--- config.mk ---
export PLATFORM = sky130hd
export DESIGN_NAME = load_store_unit
export DESIGN_NICKNAME = d
export VERILOG_FILES = /design/src/rtl/lsu_pkg.sv /design/src/rtl/lsu_lane_align.sv /design/src/rtl/load_store_unit.sv
export SDC_FILE = /design/constraint.sdc
export NUM_CORES = 1
export LEC_CHECK = 0
export ABC_AREA = 1
export BUFFER_PORTS_ARGS = -buffer_cell sky130_fd_sc_hd__buf_2
export CORE_ASPECT_RATIO = 1.25
export CORE_MARGIN = 4
export CORE_UTILIZATION = 48
export CTS_BUF_LIST = sky130_fd_sc_hd__clkbuf_8
export DETAILED_ROUTE_END_ITERATION = 8
export GPL_ROUTABILITY_DRIVEN = 0
export PLACE_DENSITY = 0.79
export SYNTH_ARGS = -nofsm -noshare
export SYNTH_HDL_FRONTEND = slang
export SYNTH_SLANG_ARGS = --single-unit
--- constraint.sdc ---
create_clock -name clock -period 2.8 [get_ports clock]
set_clock_uncertainty 0.2 [all_clocks]
set_input_delay 0.56 -clock clock [delete_from_list [all_inputs] [get_ports clock]]
set_output_delay 0.56 -clock clock [all_outputs]
set_load 0.005 [all_outputs]
--- src/rtl/lsu_pkg.sv ---
// Shared encodings, FSM states and request layout for the load/store unit.
// Combinational helpers only; no latency, no backpressure.
package lsu_pkg;

  localparam int LSU_ADDR_W = 11;

  localparam logic [1:0] SZ_BYTE = 2'b00;
  localparam logic [1:0] SZ_HALF = 2'b01;
  localparam logic [1:0] SZ_WORD = 2'b10;

  typedef enum logic [2:0] {
    ST_IDLE = 3'd0,
    ST_RD   = 3'd1,
    ST_CAP  = 3'd2,
    ST_WR   = 3'd3,
    ST_RESP = 3'd4
  } lsu_state_e;

  typedef struct packed {
    logic       write;
    logic [1:0] size;
    logic       is_unsigned;
  } lsu_req_t;

  // Size 11 is reserved and is reported the same way as a misaligned access.
  function automatic logic lsu_bad_access(input logic [1:0] size, input logic [1:0] offset);
    case (size)
      SZ_BYTE: return 1'b0;
      SZ_HALF: return offset[0];
      SZ_WORD: return |offset;
      default: return 1'b1;
    endcase
  endfunction

endpackage

--- src/rtl/lsu_lane_align.sv ---
// Big-endian lane extraction with sign/zero extension, and subword store merge.
// Purely combinational: zero latency, no backpressure.
module lsu_lane_align
  import lsu_pkg::*;
(
  input  logic [31:0] word,
  input  logic [1:0]  size,
  input  logic [1:0]  offset,
  input  logic        is_unsigned,
  input  logic [15:0] store_data,
  output logic [31:0] load_data,
  output logic [31:0] merged
);

  logic [4:0]  byte_sh;
  logic [4:0]  half_sh;
  logic [31:0] byte_word;
  logic [31:0] half_word;
  logic [7:0]  lane_b;
  logic [15:0] lane_h;

  // Offset 0 is the most significant lane, so the shift is (3 - offset) lanes.
  assign byte_sh   = {~offset, 3'b000};
  assign half_sh   = {~offset[1], 4'b0000};
  assign byte_word = word >> byte_sh;
  assign half_word = word >> half_sh;
  assign lane_b    = byte_word[7:0];
  assign lane_h    = half_word[15:0];

  always_comb begin
    load_data = word;
    merged    = word;
    case (size)
      SZ_BYTE: begin
        load_data = {{24{~is_unsigned & lane_b[7]}}, lane_b};
        merged    = (word & ~(32'h0000_00ff << byte_sh)) |
                    ({24'h0, store_data[7:0]} << byte_sh);
      end
      SZ_HALF: begin
        load_data = {{16{~is_unsigned & lane_h[15]}}, lane_h};
        merged    = (word & ~(32'h0000_ffff << half_sh)) |
                    ({16'h0, store_data} << half_sh);
      end
      default: begin
        load_data = word;
        merged    = word;
      end
    endcase
  end

endmodule

--- src/rtl/load_store_unit.sv ---
// Load/store sequencer: one request at a time, RMW for subword stores; LSU_RANGE_CHECK_EN rejects out-of-range addresses.
// Latency error 1 / word store 2 / load 3 / subword store 4; req_ready low until the response cycle has passed.
module load_store_unit
  import lsu_pkg::*;
#(
  parameter int ADDR_W = LSU_ADDR_W,
  parameter int DATA_W = 32
) (
  input  logic              clock,
  input  logic              reset,
  input  logic              req_valid,
  output logic              req_ready,
  input  logic              req_write,
  input  logic [1:0]        req_size,
  input  logic              req_unsigned,
  input  logic [31:0]       req_addr,
  input  logic [DATA_W-1:0] req_wdata,
  output logic              resp_valid,
  output logic [DATA_W-1:0] resp_rdata,
  output logic              resp_error,
  output logic [ADDR_W-1:0] mem_addr,
  output logic              mem_read,
  output logic              mem_write,
  output logic [DATA_W-1:0] mem_wdata,
  input  logic [DATA_W-1:0] mem_rdata
);

  lsu_state_e        state;
  lsu_req_t          req_q;
  logic [ADDR_W-1:0] addr_q;
  logic [31:0]       wr_word;
  logic [31:0]       result;
  logic              err_q;
  logic              req_err;
  logic              range_err;
  logic [31:0]       load_data;
  logic [31:0]       merged;

`ifdef LSU_RANGE_CHECK_EN
  assign range_err = |req_addr[31:ADDR_W];
`else
  logic hi_bits_unused;
  assign hi_bits_unused = ^req_addr[31:ADDR_W];
  assign range_err      = 1'b0;
`endif

  assign req_err = lsu_bad_access(req_size, req_addr[1:0]) | range_err;

  // wr_word carries the raw store data until CAP replaces it with the merged word.
  lsu_lane_align u_lane_align (
    .word        (mem_rdata),
    .size        (req_q.size),
    .offset      (addr_q[1:0]),
    .is_unsigned (req_q.is_unsigned),
    .store_data  (wr_word[15:0]),
    .load_data   (load_data),
    .merged      (merged)
  );

  always_ff @(posedge clock or posedge reset) begin
    if (reset) begin
      state   <= ST_IDLE;
      req_q   <= '0;
      addr_q  <= '0;
      wr_word <= '0;
      result  <= '0;
      err_q   <= 1'b0;
    end else begin
      case (state)
        ST_IDLE: begin
          if (req_valid) begin
            req_q   <= '{write: req_write, size: req_size, is_unsigned: req_unsigned};
            addr_q  <= req_addr[ADDR_W-1:0];
            wr_word <= req_wdata;
            result  <= '0;
            err_q   <= req_err;
            if (req_err)
              state <= ST_RESP;
            else if (req_write && req_size == SZ_WORD)
              state <= ST_WR;
            else
              state <= ST_RD;
          end
        end
        ST_RD:  state <= ST_CAP;
        ST_CAP: begin
          if (req_q.write) begin
            wr_word <= merged;
            state   <= ST_WR;
          end else begin
            result <= load_data;
            state  <= ST_RESP;
          end
        end
        ST_WR:   state <= ST_RESP;
        ST_RESP: state <= ST_IDLE;
        default: state <= ST_IDLE;
      endcase
    end
  end

  assign req_ready  = (state == ST_IDLE);
  assign mem_read   = (state == ST_RD);
  assign mem_write  = (state == ST_WR);
  assign mem_addr   = {addr_q[ADDR_W-1:2], 2'b00};
  assign mem_wdata  = mem_write ? wr_word : '0;
  assign resp_valid = (state == ST_RESP);
  assign resp_rdata = resp_valid ? result : '0;
  assign resp_error = resp_valid & err_q;

endmodule

### After elaboration in Yosys (flattened, before gate mapping)

Cells that the tools add are included.

* add/subtract/negate cells: 0
* shift operators: 6
* multipliers: 0
* bitwise gates (word level): 12
* muxes and demuxes: 16
* equality and inequality tests: 10
* div/mod/pow operators: 0
* order comparisons: 0
* reduce and logical (&&, ||, !) cells: 9

Operators by type and width (number)
* 32-bit one-hot mux with 2 select lines: 4
* 32-bit two-way mux: 6
* 32-bit AND: 2
* 32-bit inverter: 2
* 32-bit bitwise OR: 2
* 16-bit by 5-bit left shift with 32-bit output: 1
* 16-bit by 5-bit left shift with 32-bit output (first input constant): 1
* 8-bit by 5-bit left shift with 32-bit output: 1
* 8-bit by 5-bit left shift with 32-bit output (first input constant): 1
* 32-bit by 5-bit right shift with 16-bit output: 1
* 32-bit by 5-bit right shift with 8-bit output: 1
* 3-bit one-hot mux with 4 select lines: 1
* 3-bit two-way mux: 3
* 3-bit by 2-bit equality test with 1-bit output (second input constant): 2
* 2-bit != test (second input constant): 3
* 3-bit AND reduction: 2
* 2-bit by 1-bit equality test with 1-bit output (second input constant): 2
* 2-bit logical NOT: 2
* 1-bit AND: 3
* 3-bit by 1-bit equality test with 1-bit output (second input constant): 1
* 3-bit equality test (second input constant): 1
* 3-bit logical NOT: 1
* 1-bit one-hot mux with 3 select lines: 1
* 2-bit equality test (second input constant): 1
* 7 further kinds: 8

* bits in writable memories: 0
* register bits after elaboration: 83
* input bits: 103
* output and inout bits: 80
* bits in latches: 0
* memory bits (read-only): 0
* memories: 0

### Depth between registers and ports, before layout

* depth after elaboration: 8
* mapped depth: 11
* gate-level depth less buffers: 9

### Cells and area by module

A second synthesis with hierarchy kept.

* cells, all modules: 1044
* area total of the unflattened synthesis: 6414.9 um^2

By module, submodules not included
* load_store_unit: cells an instance 633, seq. area each 2077.0 um^2, instances 1, area each 4345.4 um^2
* lsu_lane_align: cells an instance 411, seq. area each 0.0 um^2, instances 1, area each 2069.5 um^2

### Worst setup path after synthesis

Ideal clock, no wire load.

* kind: reg2out
* from: register state[2]
* to: output mem_wdata[10]
* path buffers: 1
* setup slack: 0.865 ns
* stages on the path, launching flop included: 5
* data arrival time: 1.175 ns
* cells stage by stage: dfrtp_1 > nor3_1 > inv_2 > buf_2 > nor2_1

* cells in the longest elaborated chain, start to end: 2

RTL lines
* start: declaration: RTL line load_store_unit.sv:28 `lsu_state_e state;`
* start signal: assignment: RTL line load_store_unit.sv:62 `state <= ST_IDLE;`
* start signal: assignment: RTL line load_store_unit.sv:78 `state <= ST_RESP;`
* start signal: assignment: RTL line load_store_unit.sv:80 `state <= ST_WR;`
* 3-bit by 2-bit equality test with 1-bit output: RTL line load_store_unit.sv:104 `assign mem_write = (state == ST_WR);`
* via mem_write: RTL line load_store_unit.sv:23 `output logic mem_write,`
* 32-bit two-way mux: RTL line load_store_unit.sv:106 `assign mem_wdata = mem_write ? wr_word : '0;`
* end: declaration: RTL line load_store_unit.sv:24 `output logic [DATA_W-1:0] mem_wdata,`

The timed path passes the listed nets, and every way through them passes these cells.

### Final worst setup path

* from: register state[1]
* to: output resp_rdata[19]

* cells in the longest elaborated chain, start to end: 2

RTL lines
* 3-bit equality test: RTL line load_store_unit.sv:107 `assign resp_valid = (state == ST_RESP);`
* 32-bit two-way mux: RTL line load_store_unit.sv:108 `assign resp_rdata = resp_valid ? result : '0;`
* end: declaration: RTL line load_store_unit.sv:19 `output logic [DATA_W-1:0] resp_rdata,`

Every way passes these cells.

==> flow_summary.html <==
<table>
<tr><th>Metric</th><th>Value</th></tr>
<tr><th colspan="2">Setup path</th></tr>
<tr><td>Crit path arrival time</td><td>1900 ps</td></tr>
<tr><td>Category of the most critical setup path</td><td>flop to primary output</td></tr>
<tr><td>FF-to-FF setup slack</td><td>480 ps</td></tr>
<tr><td>Critical path capture point</td><td>resp_rdata[19]</td></tr>
<tr><td>Crit Path Max Fanout</td><td>16</td></tr>
<tr><td>Endpoint of the most critical register-to-register path</td><td>result[4]$_DFFE_PP0P_</td></tr>
<tr><td>Required time of the worst setup path</td><td>2040 ps</td></tr>
<tr><td>Worst r2r path cells</td><td>8</td></tr>
<tr><td>Launch point of the worst reg-to-reg path</td><td>state[2]$_DFFE_PP0P_</td></tr>
<tr><td>Startpoint type of the worst setup path</td><td>flop</td></tr>
<tr><td>Nature of the critical path endpoint</td><td>primary output</td></tr>
<tr><td>Crit. Startpoint</td><td>state[1]$_DFFE_PP0P_</td></tr>
<tr><th colspan="2">Logic synthesis</th></tr>
<tr><td>Sequential fraction of the synthesis area</td><td>37.3%</td></tr>
<tr><td>Yosys warning count</td><td>0</td></tr>
<tr><td>Syn Std Cell Area</td><td>5570 um^2</td></tr>
<tr><td>Synth cell types</td><td>32</td></tr>
<tr><td>Number of standard cells after synthesis</td><td>834</td></tr>
<tr><td>Mean instance size in the synthesized netlist</td><td>6.67 um^2</td></tr>
<tr><td>Cell with the most instances after synthesis</td><td>nand2_1</td></tr>
<tr><td>Fraction of synthesized cell area taken by the top area cell type</td><td>37.3%</td></tr>
<tr><td>Leading area contributor after synthesis</td><td>dfrtp_1</td></tr>
<tr><td>Post-synth ARST share</td><td>100%</td></tr>
<tr><td>Number of synthesized flops with an enable pin</td><td>0</td></tr>
<tr><td>Most used flip-flop cell after synthesis</td><td>dfrtp_1</td></tr>
<tr><td>Synth top cells by count</td><td>233 x nand2_1, 100 x nor2_1, 90 x inv_1</td></tr>
<tr><td>Yosys reg bits</td><td>83</td></tr>
<tr><td>Top cells by area, synth</td><td>dfrtp_1 37%, nand2_1 16%, nor2_1 6.7%</td></tr>
<tr><th colspan="2">Power and ir drop</th></tr>
<tr><td>Switching Power</td><td>0.00320 W</td></tr>
<tr><td>Part of the power in the clock network</td><td>12.2%</td></tr>
<tr><td>Power Dens Cells</td><td>1000 nW/um^2</td></tr>
<tr><td>Worst IR Drop VDD</td><td>0.000424 V</td></tr>
<tr><td>Part of the total power dissipated in sequential elements</td><td>33.9%</td></tr>
<tr><td>Total internal power</td><td>0.00329 W</td></tr>
<tr><td>Switching fraction of total power</td><td>49.3%</td></tr>
<tr><td>Combinational group share of total power</td><td>53.9%</td></tr>
<tr><td>Leakage power figure</td><td>3.53 nW</td></tr>
<tr><th colspan="2">Hold path</th></tr>
<tr><td>Worst min-delay path category</td><td>input port to asynchronous set/reset pin</td></tr>
<tr><th colspan="2">Die</th></tr>
<tr><td>Number of top-level pins</td><td>183</td></tr>
<tr><td>Area of the die</td><td>13400 um^2</td></tr>
<tr><td>Initial standard-cell utilization of the core</td><td>49.5%</td></tr>
<tr><td>Floorplan die width</td><td>104 um</td></tr>
<tr><td>Site Rows</td><td>43</td></tr>
<tr><td>Die span in y</td><td>128 um</td></tr>
<tr><td>Core Footprint</td><td>11200 um^2</td></tr>
<tr><th colspan="2">Routing</th></tr>
<tr><td>Number of vias in the routed layout</td><td>5810</td></tr>
<tr><td>Violation count after the first detailed-routing iteration</td><td>670</td></tr>
<tr><td>Via density per instance</td><td>5.27</td></tr>
<tr><td>Count of antenna-violating nets left after detailed routing</td><td>0</td></tr>
<tr><td>Total wire length</td><td>16.9 mm</td></tr>
<tr><td>Remaining DRCs</td><td>0</td></tr>
<tr><td>Average wire length per cell after detail routing</td><td>15.3 um</td></tr>
<tr><td>TritonRoute pass-1 iters</td><td>5</td></tr>
<tr><th colspan="2">Timing</th></tr>
<tr><td>Final Hold Fails</td><td>0</td></tr>
<tr><td>Max-slew violation total from the final report</td><td>0</td></tr>
<tr><td>Final clock period utilization by the worst path</td><td>94.9%</td></tr>
<tr><td>Worst-case hold slack</td><td>101 ps</td></tr>
<tr><td>Fmax</td><td>0.376 GHz</td></tr>
<tr><td>Final-report setup violation count</td><td>0</td></tr>
<tr><td>Final min period</td><td>2660 ps</td></tr>
<tr><td>Worst slew margin</td><td>49.5%</td></tr>
<tr><td>Worst Tran Pin Value</td><td>758 ps</td></tr>
<tr><th colspan="2">Global routing</th></tr>
<tr><td>First-pass GRT wire length</td><td>26.9 mm</td></tr>
<tr><td>Overflow left after global routing</td><td>0</td></tr>
<tr><td>Global-route met2 utilization</td><td>39.8%</td></tr>
<tr><td>Number of global-route vias before repair</td><td>5351</td></tr>
<tr><td>Met1 usage</td><td>33.8%</td></tr>
<tr><td>Initial antenna violation count</td><td>2</td></tr>
<tr><td>Met3 global-route usage</td><td>4.42%</td></tr>
<tr><td>All-layer global routing usage</td><td>24.8%</td></tr>
<tr><td>Most utilized layer in the global route result</td><td>met2</td></tr>
<tr><td>Largest net degree at the start of global routing</td><td>84</td></tr>
<tr><th colspan="2">Placed design</th></tr>
<tr><td>IO buf count</td><td>159</td></tr>
<tr><td>Final HPWL DP</td><td>12.3 mm</td></tr>
<tr><td>Dpl cell area</td><td>6280 um^2</td></tr>
<tr><th colspan="2">Clock tree</th></tr>
<tr><td>Maximum root-to-sink buffer count</td><td>2</td></tr>
<tr><td>Clock net sink count</td><td>83</td></tr>
<tr><td>TritonCTS clock tree</td><td>done</td></tr>
<tr><td>Clock network latency to the later pin of the worst-skew pair</td><td>370 ps</td></tr>
<tr><td>Deepest level of the CTS H-tree</td><td>3</td></tr>
<tr><td>Reg clk slew, reported paths</td><td>80 ps</td></tr>
<tr><td>Root buffer selected by CTS</td><td>clkbuf_8</td></tr>
<tr><td>Num CTS Buffers</td><td>9</td></tr>
<tr><th colspan="2">Final layout</th></tr>
<tr><td>Final net count</td><td>1065</td></tr>
<tr><td>Area grow syn2layout</td><td>16.6%</td></tr>
<tr><td>Layout cell share with drive strength beyond 1</td><td>23.9%</td></tr>
<tr><td>Count of filler cells inserted in the layout</td><td>1135</td></tr>
<tr><td>Post-route cell area</td><td>6490 um^2</td></tr>
<tr><th colspan="2">Run status</th></tr>
<tr><td>Result of the run</td><td>complete, no violations</td></tr>
<tr><th colspan="2">Flow run</th></tr>
<tr><td>Max-cap check violation count</td><td>0</td></tr>
</table>
==> per-stage QoR <==
step           instances  TNS (ps)  total power, W  worst slack, ps  util, %
2_1_floorplan        835         0         0.00488              865        -
3_3_place_gp        1083         0         0.00553              514     55.9
3_5_place_dp        1083         0         0.00563              454     55.9
4_1_cts             1097         0         0.00642             49.0     57.4
5_1_grt             1102    -0.201         0.00711           -0.201     57.7
6_report            1103         0         0.00649              142     57.7
==> final cells by class <==
type | instances | area [um^2] | share of cell area [%]
multi-input cells | 593 | 2760 | 42.6
flip-flops and latches | 83 | 2080 | 32.0
repair buffers | 172 | 906 | 14.0
inverters | 102 | 393 | 6.05
well taps | 135 | 169 | 2.60
clock buffers | 11 | 151 | 2.33
clock inverters | 3 | 15.0 | 0.231
repair inverters | 1 | 7.51 | 0.116
diodes | 3 | 7.51 | 0.116
==> cells in the final DEF, fill, tap and decap left out, types with 3 or more instances in the layout <==
| master | count |
|---|---|
| nand2_1 | 233 |
| buf_2 | 159 |
| nor2_1 | 99 |
| inv_1 | 88 |
| dfrtp_1 | 83 |
| nand3_1 | 66 |
| o21ai_0 | 63 |
| a21oi_1 | 42 |
| o21ai_1 | 19 |
| o211ai_1 | 14 |
| buf_4 | 12 |
| inv_2 | 11 |
| clkbuf_8 | 11 |
| or2_2 | 10 |
| or2_0 | 8 |
| mux2_1 | 6 |
| nor3_1 | 4 |
| nand2_2 | 4 |
| diode_2 | 3 |
| mux2_2 | 3 |
| nand4_1 | 3 |
| nand2_4 | 3 |
| nand3_4 | 3 |
| nor2_2 | 3 |
| clkinvlp_4 | 3 |
| clkinv_2 | 3 |
==> power groups by stage <==
stage / combinational, W / sequential [W] / clock [W]
after floorplan: 0.00285 / 0.00203 / 0
after global placement: 0.00334 / 0.00219 / 0
after detailed placement: 0.00342 / 0.00221 / 0
after CTS: 0.00343 / 0.00219 / 0.000802
after global routing: 0.00397 / 0.00228 / 0.000855
final: 0.00350 / 0.00220 / 0.000793
==> flip-flops by register name, summed over array words and instances, names as in the netlist <==
signal,cells
result,32
wr_word,32
addr_q,11
req_q,4
state,3
err_q,1
==> cells by family after synthesis <==
logic type,synth area share [%]
multiplexers,1.82
flip-flops,37.3
AO/OA/AOI/OAI,13.5
other,0.0674
buffers and inverters,13.1
AND/OR/NAND/NOR,34.2
==> per-layer routing <==
layer	vias up	part of all wire, %
li1	2871	-
met1	2642	42
met2	262	47
met3	35	7.9
met4	0	2.8
met5	-	0
==> worst max-delay path, cell delays in order (launching register included) <==
cell        delay (ps)
dfrtp_1            430
inv_2               90
nand2_2             90
nor2_2             320
clkinvlp_4         160
buf_4              210
nor2_1             100
buf_2              120
==> repair_timing <==
action | CTS | global route
hold buffers | 0 | 0
setup endpoints to repair | 0 | 36
endpoints found under the hold margin | 0 | 0
gates resized for setup | 0 | 5
setup buffers | 0 | 2
==> worst min path at each step <==
stage | from | to | slack (ps) | cells after the start
floorplan | wr_word[24]$_DFFE_PP0P_ | wr_word[24]$_DFFE_PP0P_ | 250 | 2
detailed placement | wr_word[24]$_DFFE_PP0P_ | wr_word[24]$_DFFE_PP0P_ | 270 | 2
finish | reset | addr_q[2]$_DFFE_PP0P_ | 100 | 3
CTS | reset | addr_q[2]$_DFFE_PP0P_ | 130 | 3
global placement | wr_word[13]$_DFFE_PP0P_ | wr_word[13]$_DFFE_PP0P_ | 260 | 2
global route | reset | addr_q[2]$_DFFE_PP0P_ | 130 | 3
No activity file was read; power rests on OpenSTA's default activity.
